**src/rtl/calc_sched_pkg.sv**
```systemverilog
// calc_sched_pkg: shared widths and FSM state type for the calc_sched scheduler.
package calc_sched_pkg;
   localparam int NUM_W   = 4;
   localparam int MODE_W  = 2;
   localparam int RES_W   = 7;
   localparam int NUM_REQ = 2;

   typedef enum logic [2:0] {
      IDLE,
      LOAD,
      ISSUE,
      WAIT,
      RESP
   } sched_state_e;
endpackage

```
**src/rtl/calc_sched_rr_arb2.sv**
```systemverilog
// rr_arb2: two-way round-robin arbiter. The pointer names the requester with priority;
// after a served job it moves to the requester following the one just served.
module rr_arb2
   import calc_sched_pkg::*;
(
   input  logic               clk,
   input  logic               rst_n,
   input  logic [NUM_REQ-1:0] req,
   input  logic               upd,
   input  logic               upd_id,
   output logic [NUM_REQ-1:0] grant
);
   logic ptr_reg;

   always_ff @(posedge clk or negedge rst_n) begin
      if (!rst_n) begin
         ptr_reg <= 1'b0;
      end else if (upd) begin
         ptr_reg <= ~upd_id;
      end
   end

   // A requester wins if it holds priority, or if the priority holder is not asking.
   for (genvar gi = 0; gi < NUM_REQ; gi++) begin : g_grant
      assign grant[gi] = req[gi] && ((ptr_reg == 1'(gi)) || !req[ptr_reg]);
   end
endmodule

```
**src/rtl/calc_sched.sv**
```systemverilog
// calc_sched: round-robin scheduler sharing one nibble-stream engine between two requesters.
// Define CALC_SCHED_TIMEOUT_EN to enable the WAIT-state watchdog (TIMEOUT_CYCLES).
module calc_sched
   import calc_sched_pkg::*;
#(
   parameter int BURST_LEN      = 6,
   parameter int TIMEOUT_CYCLES = 64
) (
   input  logic                           clk,
   input  logic                           rst_n,
   input  logic [NUM_REQ-1:0]             req_valid,
   input  logic [NUM_REQ-1:0][MODE_W-1:0] req_mode,
   input  logic [NUM_REQ-1:0][NUM_W-1:0]  req_data,
   output logic [NUM_REQ-1:0]             gnt,
   output logic                           eng_in_valid,
   output logic [NUM_W-1:0]               eng_in_number,
   output logic [MODE_W-1:0]              eng_mode,
   input  logic                           eng_out_valid,
   input  logic signed [RES_W-1:0]        eng_out_result,
   output logic                           rsp_valid,
   output logic                           rsp_id,
   output logic signed [RES_W-1:0]        rsp_result,
   output logic                           rsp_err,
   input  logic                           rsp_ready
);
   localparam int CNT_W = (BURST_LEN > 1) ? $clog2(BURST_LEN) : 1;
   localparam logic [CNT_W-1:0] LAST_IDX = CNT_W'(BURST_LEN - 1);

   sched_state_e            state_reg, state_next;
   logic [NUM_REQ-1:0]      gnt_reg, gnt_next;
   logic                    id_reg, id_next;
   logic [MODE_W-1:0]       mode_reg, mode_next;
   logic [CNT_W-1:0]        beat_reg, beat_next;
   logic [CNT_W-1:0]        issue_reg, issue_next;
   logic                    eng_in_valid_reg, eng_in_valid_next;
   logic [NUM_W-1:0]        eng_in_number_reg, eng_in_number_next;
   logic [MODE_W-1:0]       eng_mode_reg, eng_mode_next;
   logic                    rsp_valid_reg, rsp_valid_next;
   logic                    rsp_id_reg, rsp_id_next;
   logic signed [RES_W-1:0] rsp_result_reg, rsp_result_next;
   logic                    beat_acc;
   logic                    arb_upd;
   logic [NUM_REQ-1:0]      arb_gnt;
   logic [CNT_W-1:0]        rd_idx;
   logic [NUM_W-1:0]        buf_mem [BURST_LEN];

`ifdef CALC_SCHED_TIMEOUT_EN
   localparam int TO_W = $clog2(TIMEOUT_CYCLES + 1);
   logic [TO_W-1:0] wait_cnt_reg, wait_cnt_next;
   logic            rsp_err_reg, rsp_err_next;
`endif

   rr_arb2 u_arb (
      .clk    (clk),
      .rst_n  (rst_n),
      .req    (req_valid),
      .upd    (arb_upd),
      .upd_id (id_reg),
      .grant  (arb_gnt)
   );

   // Burst buffer; contents are don't-care until written, so it carries no reset.
   always_ff @(posedge clk) begin
      if (beat_acc) begin
         buf_mem[beat_reg] <= req_data[id_reg];
      end
   end

   always_comb begin
      state_next         = state_reg;
      gnt_next           = gnt_reg;
      id_next            = id_reg;
      mode_next          = mode_reg;
      beat_next          = beat_reg;
      issue_next         = issue_reg;
      eng_in_valid_next  = 1'b0;
      eng_in_number_next = '0;
      eng_mode_next      = '0;
      rsp_valid_next     = rsp_valid_reg;
      rsp_id_next        = rsp_id_reg;
      rsp_result_next    = rsp_result_reg;
      beat_acc           = 1'b0;
      arb_upd            = 1'b0;
      rd_idx             = '0;
`ifdef CALC_SCHED_TIMEOUT_EN
      rsp_err_next       = rsp_err_reg;
      wait_cnt_next      = (state_reg == WAIT) ? wait_cnt_reg + 1'b1 : '0;
`endif
      case (state_reg)
         IDLE: begin
            if (|req_valid) begin
               gnt_next   = arb_gnt;
               id_next    = arb_gnt[1];
               beat_next  = '0;
               state_next = LOAD;
            end
         end
         LOAD: begin
            if (|(gnt_reg & req_valid)) begin
               beat_acc = 1'b1;
               if (beat_reg == '0) begin
                  mode_next = req_mode[id_reg];
               end
               // The last beat launches operand 0 straight away, keeping the window contiguous.
               if (beat_reg == LAST_IDX) begin
                  gnt_next           = '0;
                  issue_next         = CNT_W'(1);
                  eng_in_valid_next  = 1'b1;
                  eng_in_number_next = buf_mem[rd_idx];
                  eng_mode_next      = mode_reg;
                  state_next         = ISSUE;
               end else begin
                  beat_next = beat_reg + 1'b1;
               end
            end
         end
         ISSUE: begin
            rd_idx             = issue_reg;
            eng_in_valid_next  = 1'b1;
            eng_in_number_next = buf_mem[rd_idx];
            if (issue_reg == LAST_IDX) begin
               state_next = WAIT;
            end else begin
               issue_next = issue_reg + 1'b1;
            end
         end
         WAIT: begin
            if (eng_out_valid) begin
               rsp_valid_next  = 1'b1;
               rsp_id_next     = id_reg;
               rsp_result_next = eng_out_result;
`ifdef CALC_SCHED_TIMEOUT_EN
               rsp_err_next    = 1'b0;
`endif
               state_next      = RESP;
            end
`ifdef CALC_SCHED_TIMEOUT_EN
            else if (wait_cnt_reg == TO_W'(TIMEOUT_CYCLES - 1)) begin
               rsp_valid_next  = 1'b1;
               rsp_id_next     = id_reg;
               rsp_result_next = '0;
               rsp_err_next    = 1'b1;
               state_next      = RESP;
            end
`endif
         end
         RESP: begin
            if (rsp_ready) begin
               rsp_valid_next = 1'b0;
               arb_upd        = 1'b1;
               state_next     = IDLE;
            end
         end
         default: state_next = IDLE;
      endcase
   end

   always_ff @(posedge clk or negedge rst_n) begin
      if (!rst_n) begin
         state_reg         <= IDLE;
         gnt_reg           <= '0;
         id_reg            <= 1'b0;
         mode_reg          <= '0;
         beat_reg          <= '0;
         issue_reg         <= '0;
         eng_in_valid_reg  <= 1'b0;
         eng_in_number_reg <= '0;
         eng_mode_reg      <= '0;
         rsp_valid_reg     <= 1'b0;
         rsp_id_reg        <= 1'b0;
         rsp_result_reg    <= '0;
      end else begin
         state_reg         <= state_next;
         gnt_reg           <= gnt_next;
         id_reg            <= id_next;
         mode_reg          <= mode_next;
         beat_reg          <= beat_next;
         issue_reg         <= issue_next;
         eng_in_valid_reg  <= eng_in_valid_next;
         eng_in_number_reg <= eng_in_number_next;
         eng_mode_reg      <= eng_mode_next;
         rsp_valid_reg     <= rsp_valid_next;
         rsp_id_reg        <= rsp_id_next;
         rsp_result_reg    <= rsp_result_next;
      end
   end

`ifdef CALC_SCHED_TIMEOUT_EN
   always_ff @(posedge clk or negedge rst_n) begin
      if (!rst_n) begin
         wait_cnt_reg <= '0;
         rsp_err_reg  <= 1'b0;
      end else begin
         wait_cnt_reg <= wait_cnt_next;
         rsp_err_reg  <= rsp_err_next;
      end
   end
   assign rsp_err = rsp_err_reg;
`else
   assign rsp_err = 1'b0;
`endif

   assign gnt           = gnt_reg;
   assign eng_in_valid  = eng_in_valid_reg;
   assign eng_in_number = eng_in_number_reg;
   assign eng_mode      = eng_mode_reg;
   assign rsp_valid     = rsp_valid_reg;
   assign rsp_id        = rsp_id_reg;
   assign rsp_result    = rsp_result_reg;
endmodule

```
**config.mk**
```make
export PLATFORM = sky130hd
export DESIGN_NAME = calc_sched
export DESIGN_NICKNAME = d
export VERILOG_FILES = /design/src/rtl/calc_sched_pkg.sv /design/src/rtl/calc_sched_rr_arb2.sv /design/src/rtl/calc_sched.sv
export SDC_FILE = /design/constraint.sdc
export NUM_CORES = 1
export LEC_CHECK = 0
export CAP_MARGIN = 20
export CORE_UTILIZATION = 49
export CTS_BUF_LIST = sky130_fd_sc_hd__clkbuf_8
export DETAILED_ROUTE_END_ITERATION = 8
export PLACE_DENSITY = 0.78
export SKIP_LAST_GASP = 1
export SLEW_MARGIN = 20
export SYNTH_ARGS = -nofsm -noshare
export SYNTH_HDL_FRONTEND = slang
export SYNTH_SLANG_ARGS = --single-unit
export TNS_END_PERCENT = 20
```
**constraint.sdc**
```tcl
create_clock -name clk -period 1.6 [get_ports clk]
set_input_delay 0.32 -clock clk [delete_from_list [all_inputs] [get_ports clk]]
set_output_delay 0.32 -clock clk [all_outputs]
set_load 0.1 [all_outputs]
```
Word-level counts from Yosys, hierarchy flattened:

Memories as Yosys holds them, arrays and structs flattened.
Index checks and enable logic that the tools add are counted.

* add/subtract/negate cells: 2
* $lt $le $gt $ge: 2
* eq/ne operators: 14
* mux-type cells: 43
* bitwise operators: 3
* reduce and logical (&&, ||, !) cells: 20

Operators with widths (number)
* 3-bit two-way mux: 12
* 2-bit two-way mux: 8
* 4-bit two-way mux: 4
* 2-bit != test, second input constant: 8
* 3-bit case mux with 5 select lines: 1
* 1-bit two-way mux: 12
* 3-bit case mux with 2 select lines: 2
* 4-bit AND reduction: 3
* 3-bit == test, second input constant: 3
* 4-bit case mux with 2 select lines: 1
* 3-bit by 1-bit adder with 3-bit output, second input constant: 2
* 3-bit by 2-bit == test with 1-bit output, second input constant: 2
* 3-bit zero test: 2
* 3-bit AND reduction: 2
* 6-bit AND reduction: 1
* 2-bit nonzero test: 3
* 1-bit by 2-bit less-than comparator with 1-bit output, second input constant: 2
* 1-bit case mux with 2 select lines: 2
* 2-bit case mux with 2 select lines: 1
* 2-bit AND reduction: 2
* 2-bit OR reduction: 2
* 3-bit by 1-bit == test with 1-bit output, second input constant: 1
* 2-bit AND: 1
* 1-bit logical AND: 2
* other kinds (3): 5

* register bits: 31
* bits in writable memories: 24
* output and inout bits: 19
* logic and storage cells: 98
* memories kept: 1

Memory list
* buf_mem: depth 6, bits a word 4, read ports 2, clocked after Yosys merged registers in 0, write ports 1, line calc_sched.sv:45 `logic [NUM_W-1:0] buf_mem [BURST_LEN];`

Logic depth before layout (Yosys ltp):

Gate-level depths: netlist of the first run.

* depth after elaboration: 7
* gate-level depth with buffers: 5
* gate-level depth less buffers: 5

By module:

A second synthesis of the first run with hierarchy kept.

* cell total of the unflattened synthesis: 188
* area, all modules: 2534.9 um2

Modules (own cells, without submodules)
* calc_sched: instances 1, cells an instance 182, area an instance 2482.4 um2, sequential area each 1471.4 um2
* rr_arb2: instances 1, cells an instance 6, area an instance 52.6 um2, sequential area each 25.0 um2

Worst setup path after synthesis of the first run:

OpenSTA, ideal clock, no wires.

* path kind: register to register
* from: register gnt_reg[0] (netlist: gnt[0])
* to: memory buf_mem[1][0], enable pin
* library setup time: 0.329 ns
* data arrival time: 1.957 ns
* required time: 1.271 ns
* slack: -0.687 ns
* cell stages (with the launch flop): 4
* period minus slack after synthesis: 2.287 ns
* path through: dfrtp_1 a22oi_1 or3_4 nor2_1

* word-level cells in the longest chain between the ends: 6

RTL lines
* start, declared: line calc_sched.sv:30 `logic [NUM_REQ-1:0] gnt_reg, gnt_next;`
* start signal, assigned: line calc_sched.sv:174 `gnt_reg <= gnt_next;`
* 2-bit AND: line calc_sched.sv:99 `if (|(gnt_reg & req_valid)) begin`
* 2-bit OR reduction: line calc_sched.sv:99
* 1-bit two-way mux: line calc_sched.sv:99
* 1-bit two-way mux: line calc_sched.sv:89 `case (state_reg)`
* 1-bit two-way mux: line calc_sched.sv:64 `if (beat_acc) begin`
* 1-bit two-way mux (implied by the code): line calc_sched.sv:65 `buf_mem[beat_reg] <= req_data[id_reg];`
* end, declared: line calc_sched.sv:45

No other way between the ends.

Final worst setup path of the first run:

* from: register state_reg[2]
* to: memory buf_mem[1][1], enable pin

* word-level cells in the longest chain between the ends: 4

RTL lines
* start, declared: line calc_sched.sv:29 `sched_state_e state_reg, state_next;`
* start signal, assigned: line calc_sched.sv:173 `state_reg <= state_next;`
* 3-bit by 1-bit == test with 1-bit output: line calc_sched.sv:89
* 1-bit two-way mux: line calc_sched.sv:89
* 1-bit two-way mux: line calc_sched.sv:64
* 1-bit two-way mux (implied by the code): line calc_sched.sv:65

No other way between the ends.

==> qor.yml, run 1 <==
outcome: "finished, violations left"
violations: "setup timing"
crit_fanout: 4
place_ws_ns: -0.369
fin_nets: 277
drc_errors: 0
synth_common_cells: "dfrtp_1 (31), edfxtp_1 (24), mux2_2 (16), nand2_1 (13)"
io-pin-count: 44
hpwl_mm: 4.03
setup_tns_ns: -2.51
synth.most_common_cell: "dfrtp_1"
synthCells: 179
setup-violations-final: 31
worst_slack_ns: -0.141
netlist.area_leader.share: 0.309
insertion_delay_ns: 0.31
wl_mm: 5.18
cts_buffer_depth: 2
seq_area_frac_synth: 0.596
gr-usage-all-layers: 0.220
synth.cell_area_mm2: 0.00251
highest_layer: "met4"
rrSetupSlack_ns: -0.14
die_area_mm2: 0.00542
met3_length_um: 255
postCtsHoldBufs: 0
grt_pass1_vias: 1693
gp_congestion: 0.793
diodes: 0
antenna_found_initial: 0
area_delta_synth_final_pct: 40.6
critPathKind: "reg2reg"
num_rows: 25
drtPass1Iterations: 4
min_path_type: "in2async"
critical_path_arrival_ns: 1.75
h-tree-depth: 2
drive_gt1_frac: 0.359
synth-seq-cells: 55
power_density_mw_per_mm2: 1930
cts_sinks: 55
worstReg2RegEnd: "buf_mem[1][1]"
largest_reg_flops: 24
synth.area.top_cells: "dfrtp_1 (31%), edfxtp_1 (29%), mux2_2 (7.2%)"
avgSynthCellArea_um2: 14.0
yosysTopAreaCell: "dfrtp_1"
yosys_warnings: 0
holdWs_ns: 0.371
r2r_cells: 3
wl_met1_mm: 2.23
reg2reg_from: "state_reg[2]"
synth_nets: 209
place_area_mm2: 0.00339
postLayoutCellArea_mm2: 0.00353
vias_per_cell: 5.42
slew_viol_final: 0
critPathRequiredTime_ns: 1.61
fillers: 343
grt_pass1_wl_mm: 8.51
num_vias: 1708
regArea_mm2: 0.00150
grt_overflow_total: 0
hold_viol_final: 0
met2_length_mm: 2.58
root_buffer: "clkbuf_8"
core_mm2: 0.00482
die_w_um: 73.6
tritoncts: "yes"
rsz0062_at_grt: "true"
min_period_over_period: 1.09
ir_drop_v: 0.00134
cts_buffers: 5
synth_ff_type: "dfrtp_1"
drtAntennaViolNets: 0
io_buffers: 42
cp-start-kind: "register"
clk_pin_slew_worst_paths_ns: 0.10
fin_skew_ns: 0.00873
endpoint_kind: "register"
drtIter0Drc: 152
wl_per_cell_um: 16.4
grt_max_degree: 32
multi_input_area_um2: 970
synth.distinct_cells: 52
fmax_ghz: 0.574
initial_core_util: 0.522
die_h_um: 73.6
fin_crit_ns: 1.74
maxCapViolations: 0
cellLeakagePower_nw: 1.47
ys_async_sr_fraction: 0.564
cts_resized: 0
synth-edff-count: 24
==> how the worst max path moves through the flow <==
stage / startpoint / to / slack, ns / cells after the start
2_1_floorplan: state_reg[2] / buf_mem[1][0] / -0.19 / 4
3_3_place_gp: req_valid[0] / buf_mem[2][0] / -0.30 / 4
3_5_place_dp: req_valid[0] / buf_mem[0][1] / -0.37 / 4
4_1_cts: state_reg[2] / buf_mem[0][2] / -0.15 / 3
5_1_grt: state_reg[2] / buf_mem[2][0] / -0.18 / 3
6_report: state_reg[2] / buf_mem[1][1] / -0.14 / 3
==> report_power, final <==
group / switching, mW / internal [mW]
registers: 0.386 / 1.90
clock network: 0.460 / 0.624
logic: 1.94 / 1.50
==> worst max-delay path, cell delays in order (launching register included) <==
cell and delay, ns:
dfrtp_1 0.41, or3b_4 0.40, or3_4 0.40, nor2_2 0.24
==> repair_timing <==
item,in CTS,in global routing
pin swaps,0,0
endpoints found under the setup margin,31,44
buffers inserted,1,0
==> cells in the final DEF (no fill, tap or decap), types with 2 or more instances in the layout <==
cell type        count
mux4_2               4
a21o_1               2
a32o_1               5
nor2_1               5
or3_1                2
clkbuf_8             5
a31o_2               2
clkdlybuf4s50_1     24
nand4_1              2
buf_4               25
nor3_4               4
a31oi_1              4
ha_1                 5
nor3_1               3
nand3_1              2
and2_1               2
and3_1               2
dfrtp_1             29
edfxtp_1            24
mux2_2              16
nand2_1             13
mux2i_1              6
or2_0                4
bufinv_16            2
buf_12              20
nor2b_1              2
a21oi_1              3
dfrtp_4              2
inv_1                3
a41oi_1              2
==> layout make-up <==
class / instances / share of cell area
repair buffers: 69 / 0.234
clock buffers: 5 / 0.0195
flip-flops and latches: 55 / 0.426
clock inverters: 3 / 0.0191
well taps: 67 / 0.0237
multi-input cells: 113 / 0.274
inverters: 3 / 0.00319
==> metrics by stage <==
| step | power, mW | utilization | std cells |
|---|---|---|---|
| final | 6.80 | 0.734 | 315 |
| after global placement | 5.65 | 0.704 | 306 |
| after detailed placement | 5.74 | 0.704 | 306 |
| after floorplan | 4.41 | - | 179 |
| after CTS | 6.83 | 0.734 | 315 |
| after global routing | 7.12 | 0.734 | 315 |
==> routing by layer <==
metal  vias up  GRT usage
met5         -          0
met2        58      0.350
met4         0     0.0855
met3        11     0.0357
li1        814          -
met1       825      0.305
==> kinds of logic after synthesis <==
kind of cell	Yosys count	synth area share
buffers and inverters	11	0.0269
DFF	55	0.596
AOI/OAI and AO/OA	29	0.0911
adders and majority gates	5	0.0249
other	1	0.00149
and+or+nand+nor	52	0.128
muxes	26	0.131
No activity file was read; power rests on OpenSTA's default activity.
==> inputs of run 2 (changes only) <==
- ABC_CLOCK_PERIOD_IN_PS: default -> 1600
==> results of run 2 <==
No change in the layout: final DEF, timing and power equal those of run 1.
